`src/rtl/seg7_pkg.sv`:
```
`default_nettype none
// ============================================================================
// Module  : seg7_pkg
// Purpose : Shared FSM state encoding and frame constants for the 7-segment
//           serial transmitter.
// Rev     : 1.0  initial release
// ============================================================================
package seg7_pkg;

  // Controller states: wait, capture frame, shift 64 bits, pulse done.
  typedef enum logic [1:0] {
    IDLE  = 2'd0,
    LOAD  = 2'd1,
    SHIFT = 2'd2,
    LATCH = 2'd3
  } state_t;

  // Eight digits of one byte each.
  localparam int FRAME_LEN = 64;

  // All segments off (active-low byte).
  localparam logic [7:0] BLANK = 8'hFF;

endpackage
`default_nettype wire

```
`src/rtl/seg7_serial_tx_if.sv`:
```
`default_nettype none
// ============================================================================
// Module  : seg7_serial_tx_if
// Purpose : Request/data and serial-link signals of the 7-segment
//           transmitter. The master requests frames; the slave is the
//           transmitter and drives the shift-register link.
// Rev     : 1.0  initial release
// ============================================================================
interface seg7_serial_tx_if;
  logic        start;
  logic [31:0] disp_num;
  logic [7:0]  point;
  logic [7:0]  le;
  logic        seg_clk;
  logic        seg_dout;
  logic        seg_clrn;
  logic        seg_pen;
  logic        busy;
  logic        done;

  modport master (
    output start, disp_num, point, le,
    input  seg_clk, seg_dout, seg_clrn, seg_pen, busy, done
  );

  modport slave (
    input  start, disp_num, point, le,
    output seg_clk, seg_dout, seg_clrn, seg_pen, busy, done
  );
endinterface
`default_nettype wire

```
`src/rtl/hex2seg7.sv`:
```
`default_nettype none
// ============================================================================
// Module  : hex2seg7
// Purpose : Combinational hex digit to segment byte decoder. Output byte is
//           {dp,g,f,e,d,c,b,a}, active-low.
// Rev     : 1.0  initial release
// ============================================================================
module hex2seg7 (
  input  logic [3:0] hex,
  input  logic       point,
  output logic [7:0] seg
);

  logic [6:0] seg_n;

  // Active-low glyph table for 0-9, A, b, C, d, E, F.
  always_comb begin
    seg_n = 7'h7F;
    case (hex)
      4'h0: seg_n = 7'h40;
      4'h1: seg_n = 7'h79;
      4'h2: seg_n = 7'h24;
      4'h3: seg_n = 7'h30;
      4'h4: seg_n = 7'h19;
      4'h5: seg_n = 7'h12;
      4'h6: seg_n = 7'h02;
      4'h7: seg_n = 7'h78;
      4'h8: seg_n = 7'h00;
      4'h9: seg_n = 7'h10;
      4'hA: seg_n = 7'h08;
      4'hB: seg_n = 7'h03;
      4'hC: seg_n = 7'h46;
      4'hD: seg_n = 7'h21;
      4'hE: seg_n = 7'h06;
      4'hF: seg_n = 7'h0E;
      default: seg_n = 7'h7F;
    endcase
  end

  assign seg = {~point, seg_n};

endmodule
`default_nettype wire

```
`src/rtl/seg7_serial_tx.sv`:
```
`default_nettype none
// ============================================================================
// Module  : seg7_serial_tx
// Purpose : Serialises eight hex digits (plus decimal points) into a 64-bit
//           frame for an external 7-segment shift-register chain, digit 7
//           first, each byte MSB first.
// Options : define SEG7_BLINK_EN to add the blink counter and per-digit
//           blanking driven by le.
// Rev     : 1.0  initial release
// ============================================================================
import seg7_pkg::*;

module seg7_serial_tx #(
  parameter int CLK_DIV    = 2,
  parameter int BLINK_BITS = 24
) (
  input  logic              clk,
  input  logic              rst,
  seg7_serial_tx_if.slave   bus
);

  localparam logic [7:0] DIV_LAST = 8'(CLK_DIV - 1);

  state_t                 state;
  state_t                 state_next;
  logic [7:0]             div_cnt;
  logic                   half;      // 0: data phase (seg_clk low), 1: clock high
  logic [5:0]             bit_cnt;
  logic [FRAME_LEN-1:0]   frame;
  logic [FRAME_LEN-1:0]   frame_next;
  logic [7:0]             blank_mask;
  logic                   clrn;
  logic                   busy_c;
  logic                   done_c;
  logic                   pen_c;
  logic                   half_end;
  logic                   shift_end;

  assign half_end  = (div_cnt == DIV_LAST);
  assign shift_end = half_end && half && (bit_cnt == 6'd63);

`ifdef SEG7_BLINK_EN
  logic [BLINK_BITS-1:0] blink_cnt;

  // Free-running blink timebase; its MSB is the blink phase.
  always_ff @(posedge clk or posedge rst) begin
    if (rst) blink_cnt <= '0;
    else     blink_cnt <= blink_cnt + BLINK_BITS'(1);
  end

  assign blank_mask = bus.le & {8{~blink_cnt[BLINK_BITS-1]}};
`else
  logic unused_cfg;
  assign unused_cfg = ^{bus.le, BLINK_BITS[0]};
  assign blank_mask = '0;
`endif

  // One decoder per digit; digit 7 lands in the top byte so it leaves first.
  generate
    for (genvar i = 0; i < 8; i++) begin : g_digit
      logic [7:0] seg_byte;
      hex2seg7 u_dec (
        .hex   (bus.disp_num[4*i+3:4*i]),
        .point (bus.point[i]),
        .seg   (seg_byte)
      );
      assign frame_next[8*i+7:8*i] = blank_mask[i] ? BLANK : seg_byte;
    end
  endgenerate

  // State register.
  always_ff @(posedge clk or posedge rst) begin
    if (rst) state <= IDLE;
    else     state <= state_next;
  end

  // Next-state and per-state output decode.
  always_comb begin
    state_next = state;
    busy_c     = 1'b1;
    done_c     = 1'b0;
    pen_c      = 1'b0;
    case (state)
      IDLE: begin
        busy_c = 1'b0;
        pen_c  = 1'b1;
        if (bus.start) state_next = LOAD;
      end
      LOAD:  state_next = SHIFT;
      SHIFT: if (shift_end) state_next = LATCH;
      LATCH: begin
        done_c     = 1'b1;
        pen_c      = 1'b1;
        state_next = IDLE;
      end
      default: state_next = IDLE;
    endcase
  end

  // Frame capture and bit/half-period sequencing.
  always_ff @(posedge clk or posedge rst) begin
    if (rst) begin
      frame   <= '0;
      div_cnt <= '0;
      half    <= 1'b0;
      bit_cnt <= '0;
    end else begin
      case (state)
        LOAD: begin
          frame   <= frame_next;
          div_cnt <= '0;
          half    <= 1'b0;
          bit_cnt <= '0;
        end
        SHIFT: begin
          if (half_end) begin
            div_cnt <= '0;
            if (half) begin
              half    <= 1'b0;
              frame   <= {frame[FRAME_LEN-2:0], 1'b0};
              bit_cnt <= bit_cnt + 6'd1;
            end else begin
              half <= 1'b1;
            end
          end else begin
            div_cnt <= div_cnt + 8'd1;
          end
        end
        default: begin
          div_cnt <= '0;
          half    <= 1'b0;
        end
      endcase
    end
  end

  // Shift-register clear is released on the first edge out of reset.
  always_ff @(posedge clk or posedge rst) begin
    if (rst) clrn <= 1'b0;
    else     clrn <= 1'b1;
  end

  assign bus.seg_clk  = (state == SHIFT) && half;
  assign bus.seg_dout = (state == SHIFT) && frame[FRAME_LEN-1];
  assign bus.seg_clrn = clrn;
  assign bus.seg_pen  = pen_c;
  assign bus.busy     = busy_c;
  assign bus.done     = done_c;

endmodule
`default_nettype wire

```
`src/flat_wrapper.sv`:
```
// flat-port wrapper written by rule: the top's interface ports become plain ports
module seg7_serial_tx_flat 
#(
  parameter int CLK_DIV    = 2,
  parameter int BLINK_BITS = 24
)
  (clk, rst, bus_start, bus_disp_num, bus_point, bus_le, bus_seg_clk, bus_seg_dout, bus_seg_clrn, bus_seg_pen, bus_busy, bus_done);
  seg7_serial_tx_if bus_i ();
  input  logic clk;
  input  logic rst;
  input wire logic [$bits(bus_i.start)-1:0] bus_start;
  input wire logic [$bits(bus_i.disp_num)-1:0] bus_disp_num;
  input wire logic [$bits(bus_i.point)-1:0] bus_point;
  input wire logic [$bits(bus_i.le)-1:0] bus_le;
  output wire logic [$bits(bus_i.seg_clk)-1:0] bus_seg_clk;
  output wire logic [$bits(bus_i.seg_dout)-1:0] bus_seg_dout;
  output wire logic [$bits(bus_i.seg_clrn)-1:0] bus_seg_clrn;
  output wire logic [$bits(bus_i.seg_pen)-1:0] bus_seg_pen;
  output wire logic [$bits(bus_i.busy)-1:0] bus_busy;
  output wire logic [$bits(bus_i.done)-1:0] bus_done;
  assign bus_i.start = bus_start;
  assign bus_i.disp_num = bus_disp_num;
  assign bus_i.point = bus_point;
  assign bus_i.le = bus_le;
  assign bus_seg_clk = bus_i.seg_clk;
  assign bus_seg_dout = bus_i.seg_dout;
  assign bus_seg_clrn = bus_i.seg_clrn;
  assign bus_seg_pen = bus_i.seg_pen;
  assign bus_busy = bus_i.busy;
  assign bus_done = bus_i.done;
  seg7_serial_tx #(.CLK_DIV(CLK_DIV), .BLINK_BITS(BLINK_BITS)) u_core (.clk(clk), .rst(rst), .bus(bus_i));
endmodule
```
`config.mk`:
```
export PLATFORM = sky130hd
export DESIGN_NAME = seg7_serial_tx_flat
export DESIGN_NICKNAME = d
export VERILOG_FILES = /design/src/rtl/seg7_pkg.sv /design/src/rtl/seg7_serial_tx_if.sv /design/src/rtl/hex2seg7.sv /design/src/rtl/seg7_serial_tx.sv /design/src/flat_wrapper.sv
export SDC_FILE = /design/constraint.sdc
export NUM_CORES = 1
export LEC_CHECK = 0
export BUFFER_PORTS_ARGS = -buffer_cell sky130_fd_sc_hd__buf_2
export CORE_UTILIZATION = 35
export DETAILED_ROUTE_END_ITERATION = 10
export PLACE_DENSITY = 0.53
export SLEW_MARGIN = 20
export SYNTH_ARGS = -nofsm -noshare
export SYNTH_HDL_FRONTEND = slang
export SYNTH_SLANG_ARGS = --single-unit
```
`constraint.sdc`:
```
create_clock -name clk -period 5.1 [get_ports clk]
set_input_delay 0.255 -clock clk [delete_from_list [all_inputs] [get_ports clk]]
set_output_delay 0.255 -clock clk [all_outputs]
set_load 0.01 [all_outputs]
```
==> metrics.cfg <==
[outcome]
outcome = complete, no violations

[synthesis]
synthTopCellsByArea = dfrtp_1 34%, ha_1 11%, mux2_4 8.2%
synth-seq-area-share_pct = 33.82
syn-cell-area_sq_mm = 0.006067
syn_nets = 719
ys_types = 55
synth-main-ff-cell = dfrtp_1
async_reset_ff_share_pct = 100.0
ys_warn_count = 0
synth_top_area_share_pct = 33.82
synth_most_common_cell = dfrtp_1
yosys-top-cells-count = 82 x dfrtp_1, 54 x ha_1, 42 x mux2_2, 40 x nand2_1
yosys_register_bits = 82
postSynthCellCount = 614
yosysTopAreaCell = dfrtp_1
synth-edff-count = 0
syn_avg_cell_area_sq_um = 9.881

[routing]
wl_um = 12400
firstDrtPassIters = 4
drt_iter0_drc = 203
route.detailed.drc = 0
via_count = 4497
wl_per_cell_um = 14.40
viasPerCell = 5.223
drtAntennaViolNets = 0

[clocking]
h-tree-depth = 3
cts_tree = yes
path_clk_slew_ns = 0.06
cts-root-buf = clkbuf_16
clkSinkCount = 82
cts_buffers = 9
clkLatencyLatePin_ns = 0.34
clock_path_buffers = 2
ctsResizeCount = 0

[grt]
track_usage_pct = 14.80
grt_first_pass_wirelength_um = 21560
antenna_found_initial = 0
grt-ovfl-total = 0
grt_pass1_vias = 4553
grt_max_degree = 99

[floorplan]
io_pins = 57
core_sq_mm = 0.01676
dieArea_sq_mm = 0.01787
die_w_um = 133.7
die_height_um = 133.7
start_util_pct = 36.20
num_rows = 47

[layout]
syn2layout_area_growth_pct = 11.36
insertedDiodeCount = 0
finalNetCount = 741
drive_above_1_share_pct = 24.02
fin_util_pct = 40.31

[worst_setup_path]
crit-reg2reg-launch = u_core.state[0]
r2r_cells = 7
cp.required_ns = 5.32
critPathCaptureType = flip-flop
regToRegSetupSlack_ns = 2.60
cp.arrival_ns = 2.72
critical_path_class = flip-flop to flip-flop
cp_max_fo = 36
start_kind = flip-flop
r2r_end = u_core.frame[31]

[hold_path]
worstHoldPathType = input pin to flip-flop
min_from = bus_start
min_to = u_core.state[1]
min_delay_path_depth = 4

[sta]
min_period_ns = 2.501
rsz0062_at_grt = false
finalSetupViolations = 0
worst_pin_slew_ns = 0.9488
fmax_mhz = 399.9
tns_ns = 0
slew_viol_final = 0
hold_violations = 0
relSlewSlack_pct = 36.75
clock_skew_ns = 0.005812
period_share_pct = 49.04

[placement]
gp_congestion = 0.8395
dp.final_hpwl_um = 8256
port_buffers = 48

[power]
peakVddDrop_mv = 0.3068
finalPower_uw = 3684
p_per_area_mw_per_mm2 = 545.3
leakagePower_uw = 0.003131

[run]
maxCapViolations = 0

## cells in the final DEF (no fill, tap or decap), types with 21 or more instances in the layout
master / instances
mux2_2: 42
ha_1: 53
a21oi_1: 22
o21ai_0: 39
nor2_1: 36
mux2i_1: 21
buf_2: 48
dfrtp_1: 82
nand2_1: 40
inv_1: 37
mux2_4: 33
## per-layer routing
metal / up-vias / global-route usage [%] / wire [um]
li1: 2251 / - / -
met1: 2180 / 18.02 / 5789
met2: 53 / 25.58 / 6077
met3: 13 / 4.072 / 405
met4: 0 / 3.914 / 127
met5: - / 0 / 0
## worst max path at each step
stage                                from                 to  slack, ns
after floorplan                       rst  u_core.bit_cnt[0]       2.74
after global placement    u_core.state[0]   u_core.frame[40]       2.62
after detailed placement  u_core.state[0]   u_core.frame[63]       2.57
after CTS                 u_core.state[0]   u_core.frame[63]       2.56
after global routing      u_core.state[0]   u_core.frame[43]       2.41
final                     u_core.state[0]   u_core.frame[31]       2.60
## area by class of cell
class | count | area [sq um]
sequential | 82 | 2052
fill | 1662 | 10000
clock buffer | 12 | 256.5
inverter | 39 | 147.6
tap | 220 | 275.3
clock inverter | 4 | 50.05
multi-input combinational | 450 | 3687
timing repair buffer | 54 | 287.8
## where the power goes
group / leakage, uW / internal, uW / switching [uW]
clock: 0.000145 / 405 / 263
combinational: 0.00196 / 1000 / 928
sequential: 0.00102 / 944 / 144
total: 0.00313 / 2350 / 1340
## through the flow
| stage | worst slack, ns | instances | area (sq um) | hold slack, ns |
|---|---|---|---|---|
| 2_1_floorplan | 2.737 | 614 | 6067 | 0.4666 |
| 3_3_place_gp | 2.619 | 844 | 6440 | 0.3259 |
| 3_5_place_dp | 2.572 | 844 | 6440 | 0.3403 |
| 4_1_cts | 2.558 | 861 | 6756 | 0.2815 |
| 5_1_grt | 2.414 | 861 | 6756 | 0.2981 |
| 6_report | 2.599 | 861 | 6756 | 0.2946 |
## cells by family after synthesis
group           synth area share (%)
flops                          33.82
compound gates                 16.73
mux                            19.80
buf+inv                        5.733
xor+xnor                       1.011
fa+ha+maj                      11.14
simple gates                   11.71
other cells                  0.06181
## worst max-delay path, stage by stage, from the launching register on
cell	delay, ns
dfrtp_1	0.40
inv_1	0.15
ha_4	0.16
inv_2	0.24
buf_4	0.34
o21ai_4	0.18
buf_4	0.48
mux2_2	0.40
## state kept, by name, summed over array words and instances (netlist names)
register,count
u_core.bit_cnt,6
u_core.bus.seg_clrn,1
u_core.div_cnt,8
u_core.frame,64
u_core.half,1
u_core.state,2
## timing repair
action | CTS | global route
endpoints found under the hold margin | 30 | 0
hold buffers | 1 | 0
buffers inserted | 0 | 0
(Power assumes the default switching activity.)
